## src/rtl/dmem_req_ctrl.sv

```systemverilog
`default_nettype none
// +--------------------------------------------------------------------------+
// | dmem_req_ctrl: EX/MEM data-memory request controller for req/addr_ok bus  |
// | Revision: 1.0                                                             |
// +--------------------------------------------------------------------------+
module dmem_req_ctrl #(
  parameter int MAX_OUTSTANDING = 2
) (
  input  logic        clk,
  input  logic        reset,
  input  logic        es_req_valid,
  input  logic        es_req_wr,
  input  logic [1:0]  es_req_size,
  input  logic [31:0] es_req_addr,
  input  logic [3:0]  es_req_wstrb,
  input  logic [31:0] es_req_wdata,
  output logic        es_req_accept,
  output logic        ms_data_ready,
  output logic [31:0] ms_rdata,
  input  logic        ms_take,
  input  logic        flush,
  output logic        data_sram_req,
  output logic        data_sram_wr,
  output logic [1:0]  data_sram_size,
  output logic [31:0] data_sram_addr,
  output logic [3:0]  data_sram_wstrb,
  output logic [31:0] data_sram_wdata,
  input  logic        data_sram_addr_ok,
  input  logic        data_sram_data_ok,
  input  logic [31:0] data_sram_rdata,
  output logic        busy
);

  typedef enum logic [1:0] {
    S_IDLE        = 2'd0,
    S_HOLD        = 2'd1,
    S_HOLD_CANCEL = 2'd2
  } state_e;

  localparam logic [2:0] C_MAX_OC = 3'(MAX_OUTSTANDING);

  state_e      state_q, state_d;
  logic [2:0]  oc_q, oc_d;
  logic [2:0]  cancel_cnt_q, cancel_cnt_d;
  logic        buf_valid_q, buf_valid_d;
  logic [31:0] buf_data_q, buf_data_d;
  logic        hold_wr_q;
  logic [1:0]  hold_size_q;
  logic [31:0] hold_addr_q;
  logic [3:0]  hold_wstrb_q;
  logic [31:0] hold_wdata_q;

  logic        w_latch;
  logic        w_hc_accept;
  logic        w_accepted;
  logic        w_live;
  logic        w_drop;
  logic [3:0]  w_oc_sum;

  always_comb begin
    state_d         = state_q;
    data_sram_req   = 1'b0;
    data_sram_wr    = 1'b0;
    data_sram_size  = 2'd0;
    data_sram_addr  = 32'd0;
    data_sram_wstrb = 4'd0;
    data_sram_wdata = 32'd0;
    es_req_accept   = 1'b0;
    w_latch         = 1'b0;
    w_hc_accept     = 1'b0;
    case (state_q)
      S_IDLE: begin
        data_sram_req = es_req_valid && !flush && (oc_q < C_MAX_OC);
        if (data_sram_req) begin
          data_sram_wr    = es_req_wr;
          data_sram_size  = es_req_size;
          data_sram_addr  = es_req_addr;
          data_sram_wstrb = es_req_wstrb;
          data_sram_wdata = es_req_wdata;
          if (data_sram_addr_ok) begin
            es_req_accept = 1'b1;
          end else begin
            w_latch = 1'b1;
            state_d = S_HOLD;
          end
        end
      end
      S_HOLD, S_HOLD_CANCEL: begin
        // A raised request is frozen until the bus takes it, flush or not.
        data_sram_req   = 1'b1;
        data_sram_wr    = hold_wr_q;
        data_sram_size  = hold_size_q;
        data_sram_addr  = hold_addr_q;
        data_sram_wstrb = hold_wstrb_q;
        data_sram_wdata = hold_wdata_q;
        if (data_sram_addr_ok) begin
          state_d = S_IDLE;
          if (state_q == S_HOLD) es_req_accept = !flush;
          else                   w_hc_accept   = 1'b1;
        end else if (flush) begin
          state_d = S_HOLD_CANCEL;
        end
      end
      default: state_d = S_IDLE;
    endcase
  end

  assign w_accepted = data_sram_req && data_sram_addr_ok;
  assign w_drop     = data_sram_data_ok && (cancel_cnt_q != 3'd0);
  assign w_live     = data_sram_data_ok && (cancel_cnt_q == 3'd0);
  assign w_oc_sum   = {1'b0, oc_q} + {3'd0, w_accepted};

  always_comb begin
    if (data_sram_data_ok && (w_oc_sum == 4'd0)) oc_d = 3'd0;
    else oc_d = 3'(w_oc_sum - {3'd0, data_sram_data_ok});
    // On flush everything still in flight afterwards becomes a cancelled slot.
    if (flush) cancel_cnt_d = oc_d;
    else cancel_cnt_d = cancel_cnt_q - {2'd0, w_drop} + {2'd0, w_hc_accept};
    buf_valid_d = buf_valid_q;
    buf_data_d  = buf_data_q;
    if (flush || ms_take) begin
      buf_valid_d = 1'b0;
    end else if (w_live) begin
      buf_valid_d = 1'b1;
      buf_data_d  = data_sram_rdata;
    end
  end

  always_ff @(posedge clk or negedge reset) begin
    if (!reset) begin
      state_q      <= S_IDLE;
      oc_q         <= 3'd0;
      cancel_cnt_q <= 3'd0;
      buf_valid_q  <= 1'b0;
      buf_data_q   <= 32'd0;
      hold_wr_q    <= 1'b0;
      hold_size_q  <= 2'd0;
      hold_addr_q  <= 32'd0;
      hold_wstrb_q <= 4'd0;
      hold_wdata_q <= 32'd0;
    end else begin
      state_q      <= state_d;
      oc_q         <= oc_d;
      cancel_cnt_q <= cancel_cnt_d;
      buf_valid_q  <= buf_valid_d;
      buf_data_q   <= buf_data_d;
      if (w_latch) begin
        hold_wr_q    <= es_req_wr;
        hold_size_q  <= es_req_size;
        hold_addr_q  <= es_req_addr;
        hold_wstrb_q <= es_req_wstrb;
        hold_wdata_q <= es_req_wdata;
      end
    end
  end

  assign ms_data_ready = !flush && (buf_valid_q || w_live);
  assign ms_rdata      = !ms_data_ready ? 32'd0 :
                         buf_valid_q    ? buf_data_q : data_sram_rdata;
  assign busy          = (oc_q != 3'd0) || (state_q != S_IDLE);

endmodule
`default_nettype wire
```

## config.mk

```make
export PLATFORM = sky130hd
export DESIGN_NAME = dmem_req_ctrl
export DESIGN_NICKNAME = d
export VERILOG_FILES = /design/src/rtl/dmem_req_ctrl.sv
export SDC_FILE = /design/constraint.sdc
export NUM_CORES = 1
export LEC_CHECK = 0
export ABC_AREA = 0
export BUFFER_PORTS_ARGS = -buffer_cell sky130_fd_sc_hd__clkbuf_2
export CAP_MARGIN = 20
export CORE_ASPECT_RATIO = 1.4
export CORE_MARGIN = 2
export CORE_UTILIZATION = 32
export DETAILED_ROUTE_END_ITERATION = 8
export GPL_ROUTABILITY_DRIVEN = 0
export PLACE_DENSITY = 0.55
export SLEW_MARGIN = 20
export SYNTH_ARGS = -nofsm -noshare
export SYNTH_HDL_FRONTEND = slang
export SYNTH_SLANG_ARGS = --single-unit
```

## constraint.sdc

```tcl
create_clock -name clk -period 3.3 [get_ports clk]
set_input_delay 0.495 -clock clk [delete_from_list [all_inputs] [get_ports clk]]
set_output_delay 0.495 -clock clk [all_outputs]
set_load 0.02 [all_outputs]
```

==> flow_summary.yaml, run 1 <==
outcome:
  status: "completed"
logic_synthesis:
  synth_cells: 533
  syn_area_um2: 6000
  synth_cell_types: 32
  async_flop_share_pct: 100.0
  synth_area_per_cell_um2: 11.26
  yosysWarnings: 0
  synthFlopType: "dfrtp_1"
  ys_ff_latch: 112
  synth-seq-area-share_pct: 46.72
  synth_edf_count: 0
  synth_nets: 653
cells_and_area:
  syn2layout_area_growth_pct: 25.80
  num-nets-final: 840
  drive_gt1_share_pct: 39.03
  n_antenna_cell: 0
  fin_util_pct: 40.89
sta:
  whs_ps: 212.9
  rsz0062_at_grt: "no"
  relSlewSlack_pct: 45.09
  setup_viol_count_final: 0
  setup_ws_ps: 245.9
  hold_violations: 0
  fin_crit_sh_pct: 92.55
  tightestPinTransition_ps: 823.6
  fin_worst_skew_ps: 10.77
  max_freq_mhz: 327.4
  setup_tns_ps: 0
  period_minus_slack_ps: 3054
  slew_violations: 0
die:
  die_height_um: 166.0
  die_x_um: 119.7
  core_area_um2: 18460
  start_util_pct: 32.51
  num_io_pins: 217
  die_area_um2: 19870
  rows: 59
setup_path:
  path_class: "flip-flop to output pin"
  max_stage_delay_ps: 630
  end_kind: "output pin"
  cpLargestDelayFamily: "buffers and inverters"
  cp_slowest_cell: "buf_4"
  crit_path_max_fanout: 75
  path_cells: "inv_1 > ha_2 > buf_4 > nand3b_1 > a21oi_1 > clkbuf_2"
  arrival_ps: 2560
  critPathLaunchType: "flip-flop"
  cp_data_required_time_ps: 2800
  cp.buffers_inverters: 3
clock_tree:
  ctsResizeCount: 0
  clk_latency_ps: 350
  clockRootBuffer: "clkbuf_16"
  cts_buffer_depth: 2
  cts_tree: "built"
  cts.sink_count: 112
  cts_hold_buf: 0
  cts_made_buffers: 9
  cts_setup_buffers: 0
  htreeDepth: 3
  clkTransAtPathRegs_ps: 80
routing:
  drcViolationCount: 0
  drt_iter0_drc: 270
  wl_per_cell_um: 16.09
  via_per_inst: 5.114
  ant_nets: 0
  dr_total_vias: 4955
  firstDrtPassIters: 4
  wl_um: 15590
placed_design:
  hpwl_um: 10770
  pre_cts_ws_ps: 525.9
  numPortBuffers: 216
power_and_ir_drop:
  pwr_density_cell_nw_per_um2: 890.1
  vdd_drop_max_mv: 0.5955
  power.leakage_uw: 0.003642
global_route:
  grt_pass1_wl_um: 25470
  grt_overflow: 0
  antenna_found_initial: 0
  grt_pass1_vias: 5214
  grt_max_degree: 76
  grt_use_total_pct: 15.81
job:
  drv_cap: 0
hold_path:
  hp-class: "input port to asynchronous set/reset pin"
==> placed cells by master, fill, tap and decap left out, types with 2 or more instances in the layout <==
master and instances:
clkbuf_2 215, nor2_1 111, dfrtp_1 111, a32oi_1 71, mux2_1 70, mux2_2 33
mux2i_1 32, buf_4 11, inv_1 9, clkbuf_16 9, ha_1 7, a21oi_1 4
nand2b_1 4, nand3b_1 4, inv_6 4, xnor2_1 3, nor3b_1 2, o22ai_1 2
o21ai_0 2, nand2_1 2, ha_2 2
==> worst reg2reg max path: stages, from the launching register on <==
cell and delay [ps]:
dfrtp_1 440, inv_1 90, ha_2 280, a21oi_1 160
nor2_1 80, ha_1 190, ha_1 290, or3b_2 460
nor3b_1 410, o22ai_1 150
==> logic make-up after synthesis <==
| kind of cell | after synthesis | synth area share (%) |
|---|---|---|
| AO/OA/AOI/OAI | 84 | 11.74 |
| XOR/XNOR | 3 | 0.4380 |
| adder cells (fa/ha/maj) | 10 | 2.211 |
| buffers and inverters | 60 | 4.859 |
| flip-flops | 112 | 46.72 |
| AND/OR/NAND/NOR | 129 | 9.364 |
| multiplexers | 135 | 24.67 |
==> flip-flops by register name (all words and copies together) (netlist names) <==
signal,flops
buf_data_q,32
hold_wdata_q,32
state_q,2
cancel_cnt_q,3
hold_wstrb_q,4
hold_size_q,2
oc_q,3
hold_addr_q,32
buf_valid_q,1
hold_wr_q,1
==> routing by layer <==
metal | track usage, % | part of all wire [%]
met5 | 0 | 0
met4 | 5.064 | 1.8
met3 | 3.915 | 5.9
met2 | 28.97 | 53
met1 | 17.80 | 40
==> synthesized netlist by cell type (all sizes together) (2+ instances only) <==
cell type | number | share of area, %
dfrtp | 112 | 47
nor2 | 111 | 6.9
mux2 | 103 | 19
a32oi | 71 | 10
mux2i | 32 | 5.3
clkbuf | 31 | 1.9
buf | 20 | 2.4
ha | 9 | 1.9
inv | 9 | 0.56
a21oi | 4 | 0.33
nand2b | 4 | 0.42
nand3b | 4 | 0.50
xnor2 | 3 | 0.44
nand2 | 2 | 0.13
nor3b | 2 | 0.25
nor4b | 2 | 0.65
o21ai | 2 | 0.17
o22ai | 2 | 0.21
==> final cells by class <==
cell class | count | area [um^2]
Inverter | 9 | 33.78
Clock buffer | 9 | 225.2
Fill cell | 1844 | 10910
Multi-Input combinational cell | 361 | 2914
Clock inverter | 7 | 86.33
Tap cell | 244 | 305.3
Sequential cell | 112 | 2804
Timing Repair Buffer | 227 | 1179
==> where the power goes <==
group / switching (uW) / internal [uW] / total [uW]
Sequential: 359 / 2040 / 2400
Clock: 536 / 606 / 1140
Combinational: 1950 / 1230 / 3180
Total: 2850 / 3870 / 6720
==> through the flow <==
stage	instances	instance area [um^2]	total power (uW)
floorplan	533	6000	4623
global route	969	7547	7230
CTS	969	7547	6816
finish	969	7547	6718
global placement	953	7236	5548
detailed placement	953	7236	5643
==> path summary, 6_finish.rpt <==
path                                   from               end  slack [ps]  cells past startpoint
min                                   reset   hold_addr_q[15]         210                      1
min in group clk                    ms_take       buf_valid_q         310                      2
max in group asynchronous             reset       buf_valid_q        2310                      2
min reg2reg                hold_wdata_q[13]  hold_wdata_q[13]         490                      1
max                              state_q[0]     es_req_accept         250                      6
max reg2reg                      state_q[0]   cancel_cnt_q[1]         620                      9
No activity file was read; power rests on OpenSTA's default activity.
==> run 2, diff against run 1 <==
--- a/config.mk
+++ b/config.mk
@@ -6,14 +6,15 @@
 export NUM_CORES = 1
 export LEC_CHECK = 0
 export ABC_AREA = 0
-export BUFFER_PORTS_ARGS = -buffer_cell sky130_fd_sc_hd__clkbuf_2
-export CAP_MARGIN = 20
+export BUFFER_PORTS_ARGS = -buffer_cell sky130_fd_sc_hd__buf_2
+export CAP_MARGIN = 10
 export CORE_ASPECT_RATIO = 1.4
 export CORE_MARGIN = 2
 export CORE_UTILIZATION = 32
 export DETAILED_ROUTE_END_ITERATION = 8
 export GPL_ROUTABILITY_DRIVEN = 0
 export PLACE_DENSITY = 0.55
+export REMOVE_ABC_BUFFERS = 1
 export SLEW_MARGIN = 20
 export SYNTH_ARGS = -nofsm -noshare
 export SYNTH_HDL_FRONTEND = slang
==> run 2 against run 1 <==
  * Wire length is 1.8% higher
  * Count of clock-buffer cells in the layout is 3 higher
  * Combinational power is 1% higher
  * Largest power group unchanged
  * First-iteration DRC count shrank 9.3%
  * Sequential power about the same
  * Largest cell class unchanged
==> flow_summary.yaml, run 2 (synthesis results as in run 1) <==
global_route:
  grt_pass1_wl_um: 26120
  grt_overflow: 0
  grt_pass1_vias: 5304
  grt_max_degree: 76
  grt_use_total_pct: 16.10
  antenna_found_initial: 0
setup_path:
  timing.rr.start: "state_q[0]"
  crit_path_end: "data_sram_addr[2]"
  max_stage_delay_ps: 450
  reg2reg_to: "cancel_cnt_q[0]"
  cp.depth: 7
  path_class: "flip-flop to output pin"
  end_kind: "output pin"
  cp.buffers_inverters: 4
  arrival_ps: 2500
  reg2reg_depth: 9
  cpLargestDelayFamily: "buffers and inverters"
  path_cells: "inv_1 > ha_2 > buf_4 > buf_4 > a32oi_1 > nor2_1 > buf_2"
  critical_path.most_common_cell: "buf_4"
  startpoint: "state_q[0]"
  cp_slowest_cell: "buf_4"
  crit_path_max_fanout: 43
  rrSetupSlack_ps: 620
  critPathLaunchType: "flip-flop"
  cp_data_required_time_ps: 2800
die:
  num_io_pins: 217
  rows: 59
  die_area_um2: 19870
  die_x_um: 119.7
  core_area_um2: 18460
  start_util_pct: 32.51
  die_height_um: 166.0
sta:
  max_freq_mhz: 333.9
  tightestPinTransition_ps: 829.7
  relSlewSlack_pct: 44.69
  period_minus_slack_ps: 2995
  setup_tns_ps: 0
  setup_viol_count_final: 0
  whs_ps: 194.2
  setup_ws_ps: 305.4
  rsz0062_at_grt: "no"
  slew_violations: 0
  hold_violations: 0
  fin_crit_sh_pct: 90.74
  fin_worst_skew_ps: 8.123
cells_and_area:
  num-nets-final: 841
  reg.largest.list: "buf_data_q: 32 flops, hold_addr_q: 32 flops, hold_wdata_q: 32 flops"
  mostFrequentLayoutCell: "buf_2"
  fillers: 1832
  syn2layout_area_growth_pct: 25.84
  final_cell_mix: "buf_2, dfrtp_1, nor2_1"
  fin_util_pct: 40.91
  n_antenna_cell: 0
  drive_gt1_share_pct: 38.84
clock_tree:
  cts.sink_count: 112
  htreeDepth: 3
  cts_made_buffers: 9
  cts_tree: "built"
  clkTransAtPathRegs_ps: 70
  ctsResizeCount: 0
  clockRootBuffer: "clkbuf_16"
  clk_latency_ps: 350
  cts_buffer_depth: 2
  cts_setup_buffers: 0
  cts_hold_buf: 0
outcome:
  status: "completed"
placed_design:
  numPortBuffers: 216
  pre_cts_ws_ps: 485.6
  hpwl_um: 11000
power_and_ir_drop:
  power.leakage_uw: 0.003694
  pwr_density_cell_nw_per_um2: 894.7
  vdd_drop_max_mv: 0.3375
routing:
  dr_total_vias: 4956
  via_per_inst: 5.109
  wl_um: 15860
  wl_per_cell_um: 16.35
  firstDrtPassIters: 4
  drcViolationCount: 0
  ant_nets: 0
  drt_iter0_drc: 245
hold_path:
  hp-class: "input port to asynchronous set/reset pin"
job:
  drv_cap: 0
## run 2: changes by cell type in the layout (fill, tap and decap cells not counted), sizes merged
cell and delta:
clkbuf -212, buf +216, clkinv -1, clkinvlp +1, inv -3
## run 2: metal layers
layer	vias to the layer above	track usage [%]	wire, um
met3	15	4.464	1291
met4	0	6.240	257
met2	191	27.83	7824
met5	-	0	0
li1	2324	-	-
met1	2426	18.80	6489
## run 2: through the flow
| stage | cells | power, uW | cell area (um^2) |
|---|---|---|---|
| 2_1_floorplan | 482 | 4547 | 5742 |
| 3_3_place_gp | 954 | 5549 | 7242 |
| 5_1_grt | 970 | 7254 | 7550 |
| 6_report | 970 | 6754 | 7550 |
| 4_1_cts | 970 | 6844 | 7550 |
| 3_5_place_dp | 954 | 5677 | 7242 |
## run 2: worst min-delay path by stage
stage,end,cells past startpoint
final,hold_wdata_q[6],1
after CTS,hold_wdata_q[0],1
after global placement,hold_wstrb_q[2],1
after global routing,hold_wdata_q[0],1
after floorplan,buf_data_q[0],0
after detailed placement,hold_addr_q[13],1
## run 2: final cells by class
| type | instances | area [um^2] | area share (%) |
|---|---|---|---|
| Multi-Input combinational cell | 361 | 2914 | 38.60 |
| Clock buffer | 12 | 256.5 | 3.397 |
| Sequential cell | 112 | 2803 | 37.12 |
| Tap cell | 244 | 305.3 | 4.044 |
| Timing Repair Buffer | 228 | 1186 | 15.71 |
| Inverter | 9 | 33.78 | 0.4475 |
| Clock inverter | 4 | 51.30 | 0.6795 |
## run 2: power breakdown
group	switching, uW	internal, uW
combinational	1960	1260
clock	510	633
sequential	354	2040
